<file path="config.mk">
export PLATFORM = sky130hd
export DESIGN_NAME = rst_seq_gen_flat
export DESIGN_NICKNAME = d
export VERILOG_FILES = /design/src/rtl/rst_seq_gen_pkg.sv /design/src/rtl/rst_seq_gen_if.sv /design/src/rtl/rst_seq_gen_sync_cell.sv /design/src/rtl/rst_seq_gen.sv /design/src/flat_wrapper.sv
export SDC_FILE = /design/constraint.sdc
export NUM_CORES = 1
export LEC_CHECK = 0
export BUFFER_PORTS_ARGS = -buffer_cell sky130_fd_sc_hd__buf_2
export CAP_MARGIN = 0
export CORE_AREA = 2 2 42 44
export CTS_CLUSTER_SIZE = 24
export DETAILED_ROUTE_END_ITERATION = 12
export DIE_AREA = 0 0 44 46
export MAX_ROUTING_LAYER = met4
export PLACE_DENSITY = 0.72
export SYNTH_ARGS = -nofsm -noshare
export SYNTH_HDL_FRONTEND = slang
export SYNTH_SLANG_ARGS = --single-unit
export TNS_END_PERCENT = 50
</file>
<file path="constraint.sdc">
create_clock -name clk_i -period 2.6 [get_ports clk_i]
set_input_delay 0.39 -clock clk_i [delete_from_list [all_inputs] [get_ports clk_i]]
set_output_delay 0.39 -clock clk_i [all_outputs]
set_load 0.03 [all_outputs]
</file>
<file path="src/rtl/rst_seq_gen_pkg.sv">
// rst_seq_pkg: state encoding, default timing constants and sizing helper for rst_seq_gen.
package rst_seq_pkg;
    typedef enum logic [2:0] {
        RESET,
        WAIT_LOCK,
        INIT,
        SOC_REL,
        RUN,
        CLUSTER_RST
    } rst_seq_state_e;

    localparam int SYNC_STAGES_DEF          = 2;
    localparam int LOCK_WAIT_CYCLES_DEF     = 16;
    localparam int SOC_HOLD_CYCLES_DEF      = 8;
    localparam int CLUSTER_DELAY_CYCLES_DEF = 4;
    localparam int CLUSTER_RST_CYCLES_DEF   = 8;

    function automatic int max4(input int a, input int b, input int c, input int d);
        int m;
        m = a;
        if (b > m) m = b;
        if (c > m) m = c;
        if (d > m) m = d;
        return m;
    endfunction
endpackage

</file>
<file path="src/rtl/rst_seq_gen_if.sv">
// rst_seq_gen_if: lock/request inputs and staged reset outputs of the reset sequencer.
interface rst_seq_gen_if;
    logic clk_locked_i;
    logic cluster_rst_req_i;
    logic initn_sync_o;
    logic rstn_sync_o;
    logic rstn_cluster_o;
    logic rstn_cluster_sync_soc_o;
    logic rst_done_o;

    modport master (
        output clk_locked_i, cluster_rst_req_i,
        input  initn_sync_o, rstn_sync_o, rstn_cluster_o, rstn_cluster_sync_soc_o, rst_done_o
    );
    modport slave (
        input  clk_locked_i, cluster_rst_req_i,
        output initn_sync_o, rstn_sync_o, rstn_cluster_o, rstn_cluster_sync_soc_o, rst_done_o
    );
endinterface

</file>
<file path="src/rtl/rst_seq_gen_sync_cell.sv">
// rst_sync_cell: STAGES-deep flop chain with async clear to CLR_VAL and synchronous capture of d_i.
module rst_sync_cell #(
    parameter int   STAGES  = 2,
    parameter logic CLR_VAL = 1'b0
) (
    input  logic clk_i,
    input  logic rst_ni,
    input  logic d_i,
    output logic q_o
);
    logic [STAGES-1:0] sync_q;

    always_ff @(posedge clk_i or negedge rst_ni) begin
        if (!rst_ni) sync_q <= {STAGES{CLR_VAL}};
        else         sync_q <= {sync_q[STAGES-2:0], d_i};
    end

    assign q_o = sync_q[STAGES-1];
endmodule

</file>
<file path="src/rtl/rst_seq_gen.sv">
// rst_seq_gen: ordered init/SoC/cluster reset release after board reset and clock lock.
// Define RST_SEQ_LOCK_MON_EN to restart the sequence whenever lock is lost after WAIT_LOCK.
module rst_seq_gen
    import rst_seq_pkg::*;
#(
    parameter int SYNC_STAGES          = SYNC_STAGES_DEF,
    parameter int LOCK_WAIT_CYCLES     = LOCK_WAIT_CYCLES_DEF,
    parameter int SOC_HOLD_CYCLES      = SOC_HOLD_CYCLES_DEF,
    parameter int CLUSTER_DELAY_CYCLES = CLUSTER_DELAY_CYCLES_DEF,
    parameter int CLUSTER_RST_CYCLES   = CLUSTER_RST_CYCLES_DEF
) (
    input  logic         clk_i,
    input  logic         rst_ni,
    rst_seq_gen_if.slave bus
);
    localparam int CNT_W = $clog2(max4(LOCK_WAIT_CYCLES, SOC_HOLD_CYCLES,
                                       CLUSTER_DELAY_CYCLES, CLUSTER_RST_CYCLES)) + 1;
    localparam logic [CNT_W-1:0] LOCK_LAST = CNT_W'(LOCK_WAIT_CYCLES - 1);
    localparam logic [CNT_W-1:0] SOC_LAST  = CNT_W'(SOC_HOLD_CYCLES - 1);
    localparam logic [CNT_W-1:0] CLD_LAST  = CNT_W'(CLUSTER_DELAY_CYCLES - 1);
    localparam logic [CNT_W-1:0] CRST_LAST = CNT_W'(CLUSTER_RST_CYCLES - 1);

    rst_seq_state_e   state_q, state_d;
    logic [CNT_W-1:0] cnt_q, cnt_d;
    logic             rst_sync_n, lock_s, lock_lost, req_rise, req_q;
    logic             initn_q, initn_d, rstn_q, rstn_d, cl_q, cl_d, cl_sync_q;

    rst_sync_cell #(.STAGES(SYNC_STAGES), .CLR_VAL(1'b0)) u_rst_sync (
        .clk_i(clk_i), .rst_ni(rst_ni), .d_i(1'b1), .q_o(rst_sync_n)
    );
    rst_sync_cell #(.STAGES(SYNC_STAGES), .CLR_VAL(1'b0)) u_lock_sync (
        .clk_i(clk_i), .rst_ni(rst_ni), .d_i(bus.clk_locked_i), .q_o(lock_s)
    );

`ifdef RST_SEQ_LOCK_MON_EN
    assign lock_lost = ~lock_s;
`else
    assign lock_lost = 1'b0;
`endif

    assign req_rise = bus.cluster_rst_req_i & ~req_q;

    always_comb begin
        state_d = state_q;
        case (state_q)
            RESET:       state_d = rst_sync_n ? WAIT_LOCK : RESET;
            WAIT_LOCK:   state_d = (lock_s && cnt_q == LOCK_LAST) ? INIT : WAIT_LOCK;
            INIT:        state_d = lock_lost ? WAIT_LOCK : (cnt_q == SOC_LAST) ? SOC_REL : INIT;
            SOC_REL:     state_d = lock_lost ? WAIT_LOCK : (cnt_q == CLD_LAST) ? RUN : SOC_REL;
            RUN:         state_d = lock_lost ? WAIT_LOCK : req_rise ? CLUSTER_RST : RUN;
            CLUSTER_RST: state_d = lock_lost ? WAIT_LOCK : (cnt_q == CRST_LAST) ? RUN : CLUSTER_RST;
            default:     state_d = RESET;
        endcase
        // counter restarts on every state entry; a lock gap restarts the lock count
        cnt_d   = (state_d != state_q || state_q inside {RESET, RUN} ||
                   (state_q == WAIT_LOCK && !lock_s)) ? '0 : cnt_q + CNT_W'(1);
        initn_d = state_d inside {INIT, SOC_REL, RUN, CLUSTER_RST};
        rstn_d  = state_d inside {SOC_REL, RUN, CLUSTER_RST};
        cl_d    = state_d == RUN;
    end

    always_ff @(posedge clk_i or negedge rst_ni) begin
        if (!rst_ni) begin
            state_q   <= RESET;
            cnt_q     <= '0;
            req_q     <= 1'b0;
            initn_q   <= 1'b0;
            rstn_q    <= 1'b0;
            cl_q      <= 1'b0;
            cl_sync_q <= 1'b0;
        end else begin
            state_q   <= state_d;
            cnt_q     <= cnt_d;
            req_q     <= bus.cluster_rst_req_i;
            initn_q   <= initn_d;
            rstn_q    <= rstn_d;
            cl_q      <= cl_d;
            cl_sync_q <= cl_q;
        end
    end

    assign bus.initn_sync_o            = initn_q;
    assign bus.rstn_sync_o             = rstn_q;
    assign bus.rstn_cluster_o          = cl_q;
    assign bus.rstn_cluster_sync_soc_o = cl_sync_q;
    assign bus.rst_done_o              = (state_q == RUN) && cl_sync_q;
endmodule
</file>
<file path="src/flat_wrapper.sv">
// flat-port wrapper written by rule: the top's interface ports become plain ports
module rst_seq_gen_flat import rst_seq_pkg::*;
#(
    parameter int SYNC_STAGES          = SYNC_STAGES_DEF,
    parameter int LOCK_WAIT_CYCLES     = LOCK_WAIT_CYCLES_DEF,
    parameter int SOC_HOLD_CYCLES      = SOC_HOLD_CYCLES_DEF,
    parameter int CLUSTER_DELAY_CYCLES = CLUSTER_DELAY_CYCLES_DEF,
    parameter int CLUSTER_RST_CYCLES   = CLUSTER_RST_CYCLES_DEF
)
  (clk_i, rst_ni, bus_clk_locked_i, bus_cluster_rst_req_i, bus_initn_sync_o, bus_rstn_sync_o, bus_rstn_cluster_o, bus_rstn_cluster_sync_soc_o, bus_rst_done_o);
  rst_seq_gen_if bus_i ();
  input  logic clk_i;
  input  logic rst_ni;
  input wire logic [$bits(bus_i.clk_locked_i)-1:0] bus_clk_locked_i;
  input wire logic [$bits(bus_i.cluster_rst_req_i)-1:0] bus_cluster_rst_req_i;
  output wire logic [$bits(bus_i.initn_sync_o)-1:0] bus_initn_sync_o;
  output wire logic [$bits(bus_i.rstn_sync_o)-1:0] bus_rstn_sync_o;
  output wire logic [$bits(bus_i.rstn_cluster_o)-1:0] bus_rstn_cluster_o;
  output wire logic [$bits(bus_i.rstn_cluster_sync_soc_o)-1:0] bus_rstn_cluster_sync_soc_o;
  output wire logic [$bits(bus_i.rst_done_o)-1:0] bus_rst_done_o;
  assign bus_i.clk_locked_i = bus_clk_locked_i;
  assign bus_i.cluster_rst_req_i = bus_cluster_rst_req_i;
  assign bus_initn_sync_o = bus_i.initn_sync_o;
  assign bus_rstn_sync_o = bus_i.rstn_sync_o;
  assign bus_rstn_cluster_o = bus_i.rstn_cluster_o;
  assign bus_rstn_cluster_sync_soc_o = bus_i.rstn_cluster_sync_soc_o;
  assign bus_rst_done_o = bus_i.rst_done_o;
  rst_seq_gen #(.SYNC_STAGES(SYNC_STAGES), .LOCK_WAIT_CYCLES(LOCK_WAIT_CYCLES), .SOC_HOLD_CYCLES(SOC_HOLD_CYCLES), .CLUSTER_DELAY_CYCLES(CLUSTER_DELAY_CYCLES), .CLUSTER_RST_CYCLES(CLUSTER_RST_CYCLES)) u_core (.clk_i(clk_i), .rst_ni(rst_ni), .bus(bus_i));
endmodule
</file>
## Yosys cells after proc, flatten, opt, wreduce, memory -nomap -nowiden

Cells that the tools add are included.
Widths: inputs -> output; s select.

| cells by class | value |
|---|---|
| bitwise gates (word level) | 2 |
| equality and inequality tests | 13 |
| muxes and demuxes | 8 |
| $add $sub $neg | 1 |
| reduce and logical (&&, ||, !) cells | 10 |

Operators with widths:

| operator | count |
|---|---|
| $pmux 3 s6 | 1 |
| $eq 3x2->1 const B | 4 |
| $eq 3x3->1 const B | 4 |
| $add 5x1->5 const B | 1 |
| $eq 5x2->1 const B | 1 |
| $eq 5x3->1 const B | 1 |
| $eq 5x4->1 const B | 1 |
| $mux 5 | 1 |
| $mux 1 | 4 |
| $reduce_bool 4->1 | 1 |
| $eq 3x1->1 const B | 1 |
| $logic_and 1x1->1 | 3 |
| $logic_not 3->1 | 1 |
| $mux 3 | 1 |
| $ne 3x3->1 | 1 |
| $reduce_bool 3->1 | 1 |
| $logic_or 1x1->1 | 2 |
| $mux 2 | 1 |
| $reduce_bool 2->1 | 1 |
| $and 1x1->1 | 1 |
| $logic_not 1->1 | 1 |
| $not 1->1 | 1 |

| storage, ports and cells | value |
|---|---|
| bits in registers | 17 |
| output and inout bits | 5 |
| logic and storage cells | 43 |
| bits of input ports | 4 |

## Depth between registers and ports, before layout

| depth | value |
|---|---|
| word-level depth | 8 |
| mapped depth | 7 |
| depth with buffers taken out | 7 |

## Cells and area by module

A second synthesis with hierarchy kept.

| second synthesis, totals | value |
|---|---|
| cells, all modules | 73 |
| area total of the unflattened synthesis | 809.5 sq um |

By module, submodules not included:

| module | instances | cells each | seq. area each (sq um) | area each (sq um) |
|---|---|---|---|---|
| rst_seq_gen | 1 | 69 | 325.3 | 709.4 |
| rst_sync_cell | 2 | 2 | 50.0 | 50.0 |

## Worst setup path before layout

No wires, ideal clock.

| timing | value |
|---|---|
| path type | register to output |
| from | reg u_core.state_q[1] |
| to | out bus_rst_done_o |
| setup slack | 870 ps |
| cell stages (with the launch flop) | 4 |
| data arrival time | 1340 ps |
| data required time | 2210 ps |
| buffers on the path | 0 |
| cell sequence | dfrtp_1 > inv_1 > nand2_1 > nor3b_1 |

| between the ends | value |
|---|---|
| cells in the longest elaborated chain, start to end | 2 |

Ends and longest elaborated chain:

| element | RTL line | text |
|---|---|---|
| start: declaration | rst_seq_gen.sv:23 | `rst_seq_state_e state_q, state_d;` |
| start signal: assignment | rst_seq_gen.sv:72 | `state_q <= state_d;` |
| $eq 3x3->1 | rst_seq_gen.sv:86 | `assign bus.rst_done_o = (state_q == RUN) && cl_sync_q;` |
| $logic_and 1x1->1 | rst_seq_gen.sv:86 |  |
| end: declaration | flat_wrapper.sv:20 | `output wire logic [$bits(bus_i.rst_done_o)-1:0] bus_rst_done_o;` |

Every way passes these cells.

## Worst setup path in the final report

Ends and elaborated chain as after synthesis.

==> impl_metrics.prom <==
# TYPE chip_impl_metric gauge
chip_impl_info{name="run_status",value="finished clean"} 1
chip_impl_metric{name="setup_total_negative_slack",unit="ns"} 0
chip_impl_metric{name="finish.net_count",unit=""} 89
chip_impl_metric{name="p_sw",unit="uW"} 101
chip_impl_metric{name="ctsResizeCount",unit=""} 0
chip_impl_metric{name="fmax",unit="GHz"} 0.562
chip_impl_metric{name="die-area",unit="mm^2"} 0.00202
chip_impl_info{name="cts.root.buffer_cell",value="clkbuf_4"} 1
chip_impl_metric{name="portBuffers",unit=""} 8
chip_impl_metric{name="cp_slowest_stage_delay",unit="ns"} 0.47
chip_impl_metric{name="detail_route.wirelength",unit="mm"} 1.18
chip_impl_info{name="cts_tree",value="built"} 1
chip_impl_info{name="r2r-start",value="u_core.cnt_q[0]"} 1
chip_impl_metric{name="cts_post_setup_buffers_inserted",unit=""} 0
chip_impl_metric{name="hold_violations",unit=""} 0
chip_impl_info{name="critPathSlowestCell",value="dfrtp_1"} 1
chip_impl_metric{name="place_congestion",unit=""} 0.707
chip_impl_metric{name="groute.usage.overall",unit="%"} 13.6
chip_impl_metric{name="worstPathRequired",unit="ns"} 2.21
chip_impl_metric{name="globalRoute.totalOverflow",unit=""} 0
chip_impl_metric{name="dr.first_iter.drc_count",unit=""} 15
chip_impl_metric{name="clkLatencyLatePin",unit="ns"} 0.28
chip_impl_metric{name="post_synth_inst_count",unit=""} 73
chip_impl_info{name="mostFrequentLayoutCells",value="dfrtp_1, buf_2, nor2_1"} 1
chip_impl_metric{name="clk_path_buf_depth",unit=""} 2
chip_impl_metric{name="synthToLayoutAreaGrowth",unit="%"} 9.37
chip_impl_metric{name="clock_power_share",unit="%"} 29.9
chip_impl_metric{name="share_of_power_burned_in_combinational_logic",unit="%"} 7.1
chip_impl_metric{name="final_cell_count_no_fill",unit=""} 99
chip_impl_metric{name="fp.dieW",unit="um"} 44
chip_impl_metric{name="post_route_cells_drive_above_1_share",unit="%"} 17.1
chip_impl_info{name="path_cells",value="inv_1 > nand2_1 > nor3b_1 > buf_2"} 1
chip_impl_metric{name="setup-violations-final",unit=""} 0
chip_impl_metric{name="net_count_of_the_mapped_netlist",unit=""} 79
chip_impl_metric{name="wire_length_of_the_first_global_routing_pass",unit="mm"} 1.93
chip_impl_info{name="timing_worst_setup_path_type",value="reg2out"} 1
chip_impl_metric{name="p_leak",unit="nW"} 0.405
chip_impl_metric{name="switching_share",unit="%"} 22.5
chip_impl_metric{name="std_cell_rows",unit=""} 15
chip_impl_metric{name="fillerInstances",unit=""} 150
chip_impl_metric{name="hpwl",unit="um"} 847
chip_impl_metric{name="power_density",unit="mW/mm^2"} 529
chip_impl_metric{name="htree_levels",unit=""} 1
chip_impl_metric{name="viasPerCell",unit=""} 5.35
chip_impl_metric{name="grt_pass1_vias",unit=""} 455
chip_impl_metric{name="ys_seq_area_share",unit="%"} 54.9
chip_impl_metric{name="numClockSinks",unit=""} 17
chip_impl_metric{name="syn-mean-instance-area",unit="um^2"} 10.6
chip_impl_info{name="unrepaired_setup_endpoints_after_global_routing",value="false"} 1
chip_impl_info{name="regToRegEndpoint",value="u_core.state_q[0]"} 1
chip_impl_metric{name="firstDrtPassIters",unit=""} 4
chip_impl_info{name="worst_setup_path_start_kind",value="flop"} 1
chip_impl_metric{name="grt_antenna_before_repair",unit=""} 0
chip_impl_metric{name="cts_buffers",unit=""} 3
chip_impl_metric{name="mappedNetlistArea",unit="um^2"} 774
chip_impl_metric{name="share_seq_of_total_power",unit="%"} 63.0
chip_impl_info{name="crit_path_end_kind",value="output pin"} 1
chip_impl_metric{name="rr_worst_depth",unit=""} 5
chip_impl_metric{name="post-route-period-util",unit="%"} 68.5
chip_impl_metric{name="io-pin-count",unit=""} 9
chip_impl_metric{name="start_util",unit="%"} 48.0
chip_impl_metric{name="postSynthRegisterBits",unit=""} 17
chip_impl_metric{name="cts.hold.buffers_added",unit=""} 0
chip_impl_metric{name="grt_start_max_net_pins",unit=""} 18
chip_impl_metric{name="design.core.area",unit="mm^2"} 0.00161
chip_impl_metric{name="r2r_setup_slack",unit="ns"} 0.92
chip_impl_metric{name="cell_internal_power",unit="uW"} 347
chip_impl_metric{name="clock-skew-final",unit="ns"} 0.00100
chip_impl_metric{name="postRouteAntennaNets",unit=""} 0
chip_impl_metric{name="cp_max_fo",unit=""} 8
chip_impl_info{name="layout.cells.most_common",value="dfrtp_1"} 1
chip_impl_metric{name="yosys_warnings",unit=""} 0
chip_impl_metric{name="critical_path_arrival",unit="ns"} 1.39
chip_impl_metric{name="drt-wirelength-per-cell",unit="um"} 11.9
chip_impl_metric{name="detailroute.via_count",unit=""} 530
chip_impl_metric{name="num_antenna_cells",unit=""} 0
chip_impl_metric{name="post_synth_num_cell_types",unit=""} 29
chip_impl_metric{name="max_cap_violations",unit=""} 0
chip_impl_info{name="hp-class",value="in2async"} 1
chip_impl_metric{name="final_period_minus_worst_setup_slack",unit="ns"} 1.78
chip_impl_metric{name="placedCellCount",unit=""} 95
chip_impl_metric{name="report.final.slew_viol_count",unit=""} 0
chip_impl_metric{name="remaining_drc_errors",unit=""} 0
chip_impl_metric{name="fp.dieH",unit="um"} 46
chip_impl_metric{name="max-vdd-ir-drop",unit="mV"} 0.311
chip_impl_metric{name="clk_pin_slew_worst_paths",unit="ns"} 0.09
==> worst max-delay path: cells and delay by family (launching register included) <==
family | cells | cell delay, ns
buffers and inverters | 2 | 0.35
flip-flops | 1 | 0.47
AND/OR/NAND/NOR | 2 | 0.30
==> power by group through the flow <==
| stage | logic (mW) | registers, mW | clock network (mW) |
|---|---|---|---|
| 5_1_grt | 0.0370 | 0.284 | 0.151 |
| 6_report | 0.0319 | 0.282 | 0.134 |
| 4_1_cts | 0.0325 | 0.282 | 0.142 |
| 3_3_place_gp | 0.0318 | 0.287 | 0 |
| 2_1_floorplan | 0.0262 | 0.282 | 0 |
| 3_5_place_dp | 0.0323 | 0.287 | 0 |
==> area by class of cell <==
type	instances	area, um^2	share of cell area, %
clock buffers	4	26.3	3.10
inverters	4	15.0	1.77
multi-input cells	49	319	37.7
flip-flops and latches	17	425	50.2
well taps	17	21.3	2.51
repair buffers	8	40.0	4.73
==> logic make-up after synthesis <==
family,count (synthesis),share of synthesized area (%)
AOI/OAI and AO/OA,14,12.0
xor gates and xnor gates,3,3.39
adders and majority gates,2,3.23
buffers and inverters,7,3.88
DFF,17,54.9
muxes,2,2.58
other,1,0.484
and+or+nand+nor,27,19.5
==> per-stage QoR <==
stage | util (%) | hold WS (ns) | worst slack, ns | instance area [um^2] | power (mW)
floorplan | - | 0.0944 | 0.870 | 774 | 0.308
global placement | 50.9 | 0.325 | 0.960 | 821 | 0.319
detailed placement | 50.9 | 0.329 | 0.955 | 821 | 0.320
CTS | 52.5 | 0.0146 | 0.813 | 847 | 0.457
global route | 52.5 | 0.0287 | 0.736 | 847 | 0.472
finish | 52.5 | 0.0144 | 0.820 | 847 | 0.448
==> metal layers <==
metal | global-route usage, % | part of all wire, % | vias to the layer above | routed length, um
li1 | - | - | 267 | -
met2 | 19.1 | 46 | 6 | 542
met5 | - | 0 | - | 0
met4 | 9.09 | 1.2 | 0 | 14
met3 | 2.38 | 2.7 | 2 | 32
met1 | 18.0 | 50 | 255 | 587
==> worst max-delay path by stage <==
stage | from | depth (start not counted) | slack (ns) | to
floorplan | u_core.state_q[1] | 3 | 0.87 | bus_rst_done_o
CTS | u_core.state_q[1] | 4 | 0.81 | bus_rst_done_o
global placement | u_core.cnt_q[0] | 5 | 0.96 | u_core.state_q[0]
detailed placement | u_core.cnt_q[0] | 5 | 0.95 | u_core.state_q[0]
global route | u_core.state_q[1] | 4 | 0.74 | bus_rst_done_o
finish | u_core.state_q[1] | 4 | 0.82 | bus_rst_done_o
==> Yosys cell counts, drive strengths merged <==
master / n / share of area (%)
ha: 2 / 3.2
xnor2: 1 / 1.1
nand2: 3 / 1.5
or2: 3 / 2.4
o221ai: 1 / 1.1
nor2b: 2 / 1.6
mux2i: 2 / 2.6
a21o: 1 / 0.97
xor2: 2 / 2.3
inv: 4 / 1.9
conb: 1 / 0.48
nand4: 1 / 0.81
nor3b: 2 / 1.9
nand3: 1 / 0.65
a21oi: 6 / 3.9
o21ai: 3 / 1.9
nand2b: 3 / 2.4
o211a: 1 / 1.3
buf: 3 / 1.9
nor2: 7 / 3.4
dfrtp: 17 / 55
and3: 1 / 0.81
nand3b: 2 / 1.9
nor3: 1 / 0.65
o2bb2ai: 1 / 1.9
or3b: 1 / 1.5
o22ai: 1 / 0.81
==> registers in the layout, summed over array words and instances (netlist names) <==
name and flops:
u_core.cnt_q 5, u_core.bus.initn_sync_o 1, u_core.req_q 1, u_core.bus.rstn_cluster_o 1, u_core.bus.rstn_cluster_sync_soc_o 1, u_core.bus.rstn_sync_o 1
u_core.state_q 3, u_core.u_rst_sync.sync_q 2, u_core.u_lock_sync.sync_q 2
Power figures use the tool's default switching activity.
